[config.mk]
export PLATFORM = sky130hd
export DESIGN_NAME = sprite_bram_loader_flat
export DESIGN_NICKNAME = d
export VERILOG_FILES = /design/src/rtl/sprite_bram_loader_if.sv /design/src/rtl/sprite_bram_loader.sv /design/src/flat_wrapper.sv
export SDC_FILE = /design/constraint.sdc
export NUM_CORES = 1
export LEC_CHECK = 0
export ABC_AREA = 1
export CAP_MARGIN = 20
export CORE_MARGIN = 3
export CORE_UTILIZATION = 30
export CTS_BUF_LIST = sky130_fd_sc_hd__clkbuf_4 sky130_fd_sc_hd__clkbuf_8
export DETAILED_ROUTE_END_ITERATION = 8
export PLACE_DENSITY_LB_ADDON = 0.1
export SLEW_MARGIN = 40
export SYNTH_ARGS = -nofsm -noshare
export SYNTH_HDL_FRONTEND = slang
export SYNTH_SLANG_ARGS = --single-unit
[constraint.sdc]
create_clock -name clk -period 2.48 [get_ports clk]
set_input_delay 0.372 -clock clk [delete_from_list [all_inputs] [get_ports clk]]
set_output_delay 0.372 -clock clk [all_outputs]
set_load 0.02 [all_outputs]
[src/rtl/sprite_bram_loader_if.sv]
`default_nettype none
// +-----------------------------------------------------------------------+
// | sprite_bram_loader_if: pixel-stream and BRAM-write bundle for loader |
// | Rev 1.0                                                                |
// +-----------------------------------------------------------------------+
interface sprite_bram_loader_if;
  logic        start;
  logic [2:0]  sprite_idx;
  logic        abort;
  logic        pix_valid;
  logic        pix_ready;
  logic [2:0]  pixel_in;
  logic        bram_we;
  logic [4:0]  bram_index;
  logic [7:0]  bram_addr;
  logic [15:0] bram_wdata;
  logic        busy;
  logic        done;
  logic        err;

  modport slave (
    input  start, sprite_idx, abort, pix_valid, pixel_in,
    output pix_ready, bram_we, bram_index, bram_addr, bram_wdata, busy, done, err
  );

  modport master (
    output start, sprite_idx, abort, pix_valid, pixel_in,
    input  pix_ready, bram_we, bram_index, bram_addr, bram_wdata, busy, done, err
  );
endinterface
`default_nettype wire

[src/rtl/sprite_bram_loader.sv]
`default_nettype none
// +-----------------------------------------------------------------------+
// | sprite_bram_loader: packs 5 RGB pixels per word into sprite BRAMs     |
// | Rev 1.0                                                                |
// +-----------------------------------------------------------------------+
module sprite_bram_loader #(
  parameter int unsigned NUM_SPRITES   = 7,
  parameter int unsigned SPRITE_PIXELS = 4096,
  parameter int unsigned PIX_PER_WORD  = 5
) (
  input  wire logic clk,
  input  wire logic reset,
  sprite_bram_loader_if.slave bus
);

  typedef enum logic [1:0] {
    S_IDLE  = 2'd0,
    S_LOAD  = 2'd1,
    S_FLUSH = 2'd2,
    S_DONE  = 2'd3
  } state_t;

  localparam logic [11:0] c_last_pix  = 12'(SPRITE_PIXELS - 1);
  localparam logic [2:0]  c_last_slot = 3'(PIX_PER_WORD - 1);
  localparam logic [3:0]  c_num_spr   = 4'(NUM_SPRITES);

  state_t      state_q, state_d;
  logic [2:0]  sprite_q, sprite_d;
  logic [11:0] pix_cnt_q, pix_cnt_d;
  logic [2:0]  slot_q, slot_d;
  logic [9:0]  word_q, word_d;
  logic [15:0] pack_q, pack_d;
  logic        we_q, we_d;
  logic [4:0]  index_q, index_d;
  logic [7:0]  addr_q, addr_d;
  logic [15:0] wdata_q, wdata_d;
  logic        err_q, err_d;

  logic        accept;
  logic        last_pix;
  logic        emit;
  logic [15:0] merged;
  logic        pix_ready;
  logic        busy;
  logic        done;

  assign accept   = (state_q == S_LOAD) && bus.pix_valid && !bus.abort;
  assign last_pix = (pix_cnt_q == c_last_pix);
  assign emit     = accept && ((slot_q == c_last_slot) || last_pix);

  // Current pack with the incoming pixel dropped into its slot.
  always_comb begin
    merged = pack_q;
    case (slot_q)
      3'd0:    merged[2:0]   = bus.pixel_in;
      3'd1:    merged[5:3]   = bus.pixel_in;
      3'd2:    merged[8:6]   = bus.pixel_in;
      3'd3:    merged[11:9]  = bus.pixel_in;
      3'd4:    merged[14:12] = bus.pixel_in;
      default: merged        = pack_q;
    endcase
  end

  always_comb begin
    state_d   = state_q;
    sprite_d  = sprite_q;
    pix_cnt_d = pix_cnt_q;
    slot_d    = slot_q;
    word_d    = word_q;
    pack_d    = pack_q;
    we_d      = 1'b0;
    index_d   = index_q;
    addr_d    = addr_q;
    wdata_d   = wdata_q;
    err_d     = 1'b0;
    pix_ready = 1'b0;
    busy      = 1'b0;
    done      = 1'b0;

    case (state_q)
      S_IDLE: begin
        if (bus.start) begin
          if ({1'b0, bus.sprite_idx} < c_num_spr) begin
            sprite_d  = bus.sprite_idx;
            pix_cnt_d = '0;
            slot_d    = '0;
            word_d    = '0;
            pack_d    = '0;
            state_d   = S_LOAD;
          end else begin
            err_d = 1'b1;
          end
        end
      end

      S_LOAD: begin
        pix_ready = 1'b1;
        busy      = 1'b1;
        if (bus.abort) begin
          pack_d  = '0;
          state_d = S_IDLE;
        end else if (accept) begin
          pix_cnt_d = pix_cnt_q + 12'd1;
          if (emit) begin
            // Word leaves through the output register; pack restarts empty.
            we_d    = 1'b1;
            index_d = {sprite_q, word_q[9:8]};
            addr_d  = word_q[7:0];
            wdata_d = merged;
            pack_d  = '0;
            slot_d  = '0;
            word_d  = word_q + 10'd1;
          end else begin
            pack_d = merged;
            slot_d = slot_q + 3'd1;
          end
          if (last_pix) begin
            state_d = S_FLUSH;
          end
        end
      end

      S_FLUSH: begin
        busy    = 1'b1;
        state_d = bus.abort ? S_IDLE : S_DONE;
      end

      S_DONE: begin
        done    = 1'b1;
        state_d = S_IDLE;
      end

      default: state_d = S_IDLE;
    endcase
  end

  always_ff @(posedge clk) begin
    if (reset) begin
      state_q   <= S_IDLE;
      sprite_q  <= '0;
      pix_cnt_q <= '0;
      slot_q    <= '0;
      word_q    <= '0;
      pack_q    <= '0;
      we_q      <= 1'b0;
      index_q   <= '0;
      addr_q    <= '0;
      wdata_q   <= '0;
      err_q     <= 1'b0;
    end else begin
      state_q   <= state_d;
      sprite_q  <= sprite_d;
      pix_cnt_q <= pix_cnt_d;
      slot_q    <= slot_d;
      word_q    <= word_d;
      pack_q    <= pack_d;
      we_q      <= we_d;
      index_q   <= index_d;
      addr_q    <= addr_d;
      wdata_q   <= wdata_d;
      err_q     <= err_d;
    end
  end

  assign bus.pix_ready  = pix_ready;
  assign bus.busy       = busy;
  assign bus.done       = done;
  assign bus.err        = err_q;
  assign bus.bram_we    = we_q;
  assign bus.bram_index = index_q;
  assign bus.bram_addr  = addr_q;
  assign bus.bram_wdata = wdata_q;

endmodule
`default_nettype wire
[src/flat_wrapper.sv]
// flat-port wrapper written by rule: the top's interface ports become plain ports
module sprite_bram_loader_flat 
#(
  parameter int unsigned NUM_SPRITES   = 7,
  parameter int unsigned SPRITE_PIXELS = 4096,
  parameter int unsigned PIX_PER_WORD  = 5
)
  (clk, reset, bus_start, bus_sprite_idx, bus_abort, bus_pix_valid, bus_pixel_in, bus_pix_ready, bus_bram_we, bus_bram_index, bus_bram_addr, bus_bram_wdata, bus_busy, bus_done, bus_err);
  sprite_bram_loader_if bus_i ();
  input  wire logic clk;
  input  wire logic reset;
  input wire logic [$bits(bus_i.start)-1:0] bus_start;
  input wire logic [$bits(bus_i.sprite_idx)-1:0] bus_sprite_idx;
  input wire logic [$bits(bus_i.abort)-1:0] bus_abort;
  input wire logic [$bits(bus_i.pix_valid)-1:0] bus_pix_valid;
  input wire logic [$bits(bus_i.pixel_in)-1:0] bus_pixel_in;
  output wire logic [$bits(bus_i.pix_ready)-1:0] bus_pix_ready;
  output wire logic [$bits(bus_i.bram_we)-1:0] bus_bram_we;
  output wire logic [$bits(bus_i.bram_index)-1:0] bus_bram_index;
  output wire logic [$bits(bus_i.bram_addr)-1:0] bus_bram_addr;
  output wire logic [$bits(bus_i.bram_wdata)-1:0] bus_bram_wdata;
  output wire logic [$bits(bus_i.busy)-1:0] bus_busy;
  output wire logic [$bits(bus_i.done)-1:0] bus_done;
  output wire logic [$bits(bus_i.err)-1:0] bus_err;
  assign bus_i.start = bus_start;
  assign bus_i.sprite_idx = bus_sprite_idx;
  assign bus_i.abort = bus_abort;
  assign bus_i.pix_valid = bus_pix_valid;
  assign bus_i.pixel_in = bus_pixel_in;
  assign bus_pix_ready = bus_i.pix_ready;
  assign bus_bram_we = bus_i.bram_we;
  assign bus_bram_index = bus_i.bram_index;
  assign bus_bram_addr = bus_i.bram_addr;
  assign bus_bram_wdata = bus_i.bram_wdata;
  assign bus_busy = bus_i.busy;
  assign bus_done = bus_i.done;
  assign bus_err = bus_i.err;
  sprite_bram_loader #(.NUM_SPRITES(NUM_SPRITES), .SPRITE_PIXELS(SPRITE_PIXELS), .PIX_PER_WORD(PIX_PER_WORD)) u_core (.clk(clk), .reset(reset), .bus(bus_i));
endmodule
==> flow_metrics.tcl <==
set metrics [dict create \
    place_area_mm2 0.00403 \
    cp_cell_sequence "ha_1, inv_1, nor2_1, nand3_1, nand2_1, nand2_1, nand2_1, buf_4, nand3_1, a21oi_1" \
    numCtsBuffers 9 \
    start_kind "flop" \
    synth-seq-area-share 0.433 \
    wl_met1_um 4350 \
    setup_ws_ns 0.335 \
    io_buffers 43 \
    end_kind "flop" \
    insertion_delay_ns 0.35 \
    clock_sinks 75 \
    rsz0062_at_grt "false" \
    comb_power_share 0.321 \
    die_h_um 114 \
    synthToLayoutAreaGrowth_pct 22.1 \
    syn_area_per_cell_um2 6.98 \
    slowest_stage "dfxtp_1" \
    rows 38 \
    vias 3232 \
    dp_slack_ns 0.226 \
    finalMaxSlewViolations 0 \
    whs_ns 0.458 \
    clock-root-buffer "clkbuf_8" \
    grt_pass1_vias 3008 \
    period_needed_ns 2.14 \
    final_common_cell "nand2_1" \
    dr.first_iter.drc_count 173 \
    num_antenna_cells 0 \
    firstDrtPassIters 4 \
    die_w_um 114 \
    drcViolationCount 0 \
    switchingPower_mw 1.23 \
    die_area_mm2 0.0129 \
    cts_max_level 3 \
    period_share 0.865 \
    ant_nets 0 \
    pwr-share-clk 0.268 \
    hold_buffers 0 \
    wl_met3_um 387 \
    critical_path_class "flop to flop" \
    crit_path_max_incr_delay_ns 0.38 \
    arrival_ns 2.42 \
    postLayoutCellArea_mm2 0.00423 \
    fmax_mhz 466 \
    grt-ovfl-total 0 \
    grt_start_max_net_pins 43 \
    skew_ns 0.00977 \
    maxUsedRoutingLayer "met4" \
    finalNonFillerCells 685 \
    p_int_mw 2.03 \
    netlist_instances 497 \
    vias_per_cell 4.72 \
    seq_power_share 0.411 \
    cts_buffer_depth 2 \
    path_delay_family "simple AND/OR/NAND/NOR gates" \
    hp-class "flop to flop" \
    cts_tree "yes" \
    power.total_mw 3.26 \
    hpwl_um 6020 \
    pin_count 45 \
    ys_dominant_reg_cell "dfxtp_1" \
    clkTransAtPathRegs_ns 0.08 \
    final_cell_mix "nand2_1 (146), dfxtp_1 (75), a21oi_1 (71)" \
    path_common_cell "nand2_1" \
    status "complete, no violations" \
    power_density_mw_per_mm2 769 \
    wl_per_cell_um 12.7 \
    cp_num_buf_inv 2 \
    grt_first_pass_wirelength_um 14700 \
    wl_met2_um 3860 \
    ys_warn_count 0 \
    grt.total_usage 0.140 \
    core_area_mm2 0.0111 \
    finalHoldViolations 0 \
    finalCoreUtilization 0.382 \
    cap_violations 0 \
    gp_congestion 0.854 \
    tns_ns 0 \
    swShare 0.378 \
    path_max_fanout 9 \
    nets 563 \
    drive_above_1_share 0.0606 \
    drt-total-wl_um 8680 \
    netlist_area_mm2 0.00347 \
    cp_data_required_time_ns 2.75 \
    peakVddDrop_mv 0.231 \
    synth_fp_nets 520 \
    synth_edf_count 0 \
    p_leak_nw 1.53 \
    ys_types 24 \
    ys_ff_latch 75 \
    start_util 0.313 \
    async_flop_share 0 \
    post-place-cells 668 \
    setup_viol 0 \
    antenna_found_initial 0 \
]
[timing repair]
action | CTS | global route
gates resized for setup | 0 | 1
setup endpoints to repair | 0 | 17
buffers inserted | 0 | 1
hold endpoints to repair | 0 | 0
[state kept, by name, summed over array words and instances, names as in the netlist]
| signal | count |
|---|---|
| u_core.bus.bram_index | 5 |
| u_core.bus.bram_wdata | 15 |
| u_core.pix_cnt_q | 12 |
| u_core.bus.bram_addr | 8 |
| u_core.pack_q | 15 |
| u_core.state_q | 2 |
| u_core.word_q | 10 |
| u_core.bus.err | 1 |
| u_core.sprite_q | 3 |
| u_core.bus.bram_we | 1 |
| u_core.slot_q | 3 |
[power groups by stage]
stage / Sequential, mW / Clock [mW] / Combinational, mW
5_1_grt: 1.35 / 0.964 / 1.16
2_1_floorplan: 1.35 / 0 / 0.752
6_report: 1.34 / 0.873 / 1.04
4_1_cts: 1.34 / 0.909 / 1.04
3_5_place_dp: 1.37 / 0 / 1.03
3_3_place_gp: 1.36 / 0 / 1.03
[cells by family (layout without fill, tap and decap cells)]
| logic type | count (synthesis) | in the layout | share of synthesized area |
|---|---|---|---|
| AO/OA/AOI/OAI | 116 | 116 | 0.170 |
| adder cells (fa/ha/maj) | 12 | 12 | 0.0433 |
| buffers and inverters | 60 | 108 | 0.0722 |
| flip-flops | 75 | 75 | 0.433 |
| other | 1 | 1 | 0.00108 |
| AND/OR/NAND/NOR | 233 | 233 | 0.280 |
[routing by layer]
metal | track usage | up-vias
met1 | 0.189 | 1457
met2 | 0.217 | 68
met5 | 0 | -
li1 | - | 1700
met4 | 0.0465 | 0
met3 | 0.0371 | 7
[cell usage after synthesis, types with 2 or more instances]
cell / count / area [µm²]
o21ai_0: 41 / 205
buf_2: 8 / 40.0
ha_1: 12 / 150
a21oi_1: 71 / 355
nor3_1: 4 / 20.0
clkbuf_1: 9 / 33.8
nand4_1: 10 / 62.6
nor2_1: 40 / 150
nor2_4: 3 / 33.8
dfxtp_1: 75 / 1500
nand3_1: 26 / 130
buf_4: 2 / 15.0
inv_1: 39 / 146
nand2_1: 146 / 548
nand2_2: 2 / 12.5
[cell type report]
cell class / count / area [µm²]
Timing Repair Buffer: 52 / 510
Multi-Input combinational cell: 362 / 1720
Tap cell: 140 / 175
Clock inverter: 4 / 26.3
Sequential cell: 75 / 1500
Fill cell: 1155 / 6840
Inverter: 40 / 150
Clock buffer: 12 / 153
[path summary, 6_finish.rpt]
| kind | start | endpoint | slack [ns] | depth (start not counted) |
|---|---|---|---|---|
| setup / recovery | u_core.pix_cnt_q[0] | u_core.word_q[4] | 0.34 | 10 |
| hold / removal | u_core.sprite_q[0] | u_core.bus.bram_index[2] | 0.46 | 2 |
| setup reg to reg | u_core.pix_cnt_q[0] | u_core.word_q[4] | 0.34 | 10 |
| hold reg to reg | u_core.sprite_q[0] | u_core.bus.bram_index[2] | 0.46 | 2 |
[worst register-to-register path, delay by kind of cell, from the launching register on]
family                   cells  cell delay [ns]
AO/OA/AOI/OAI                1             0.15
adder cells (fa/ha/maj)      1             0.30
buffers and inverters        2             0.31
flip-flops                   1             0.38
AND/OR/NAND/NOR              6             0.93
Power figures use the tool's default switching activity.
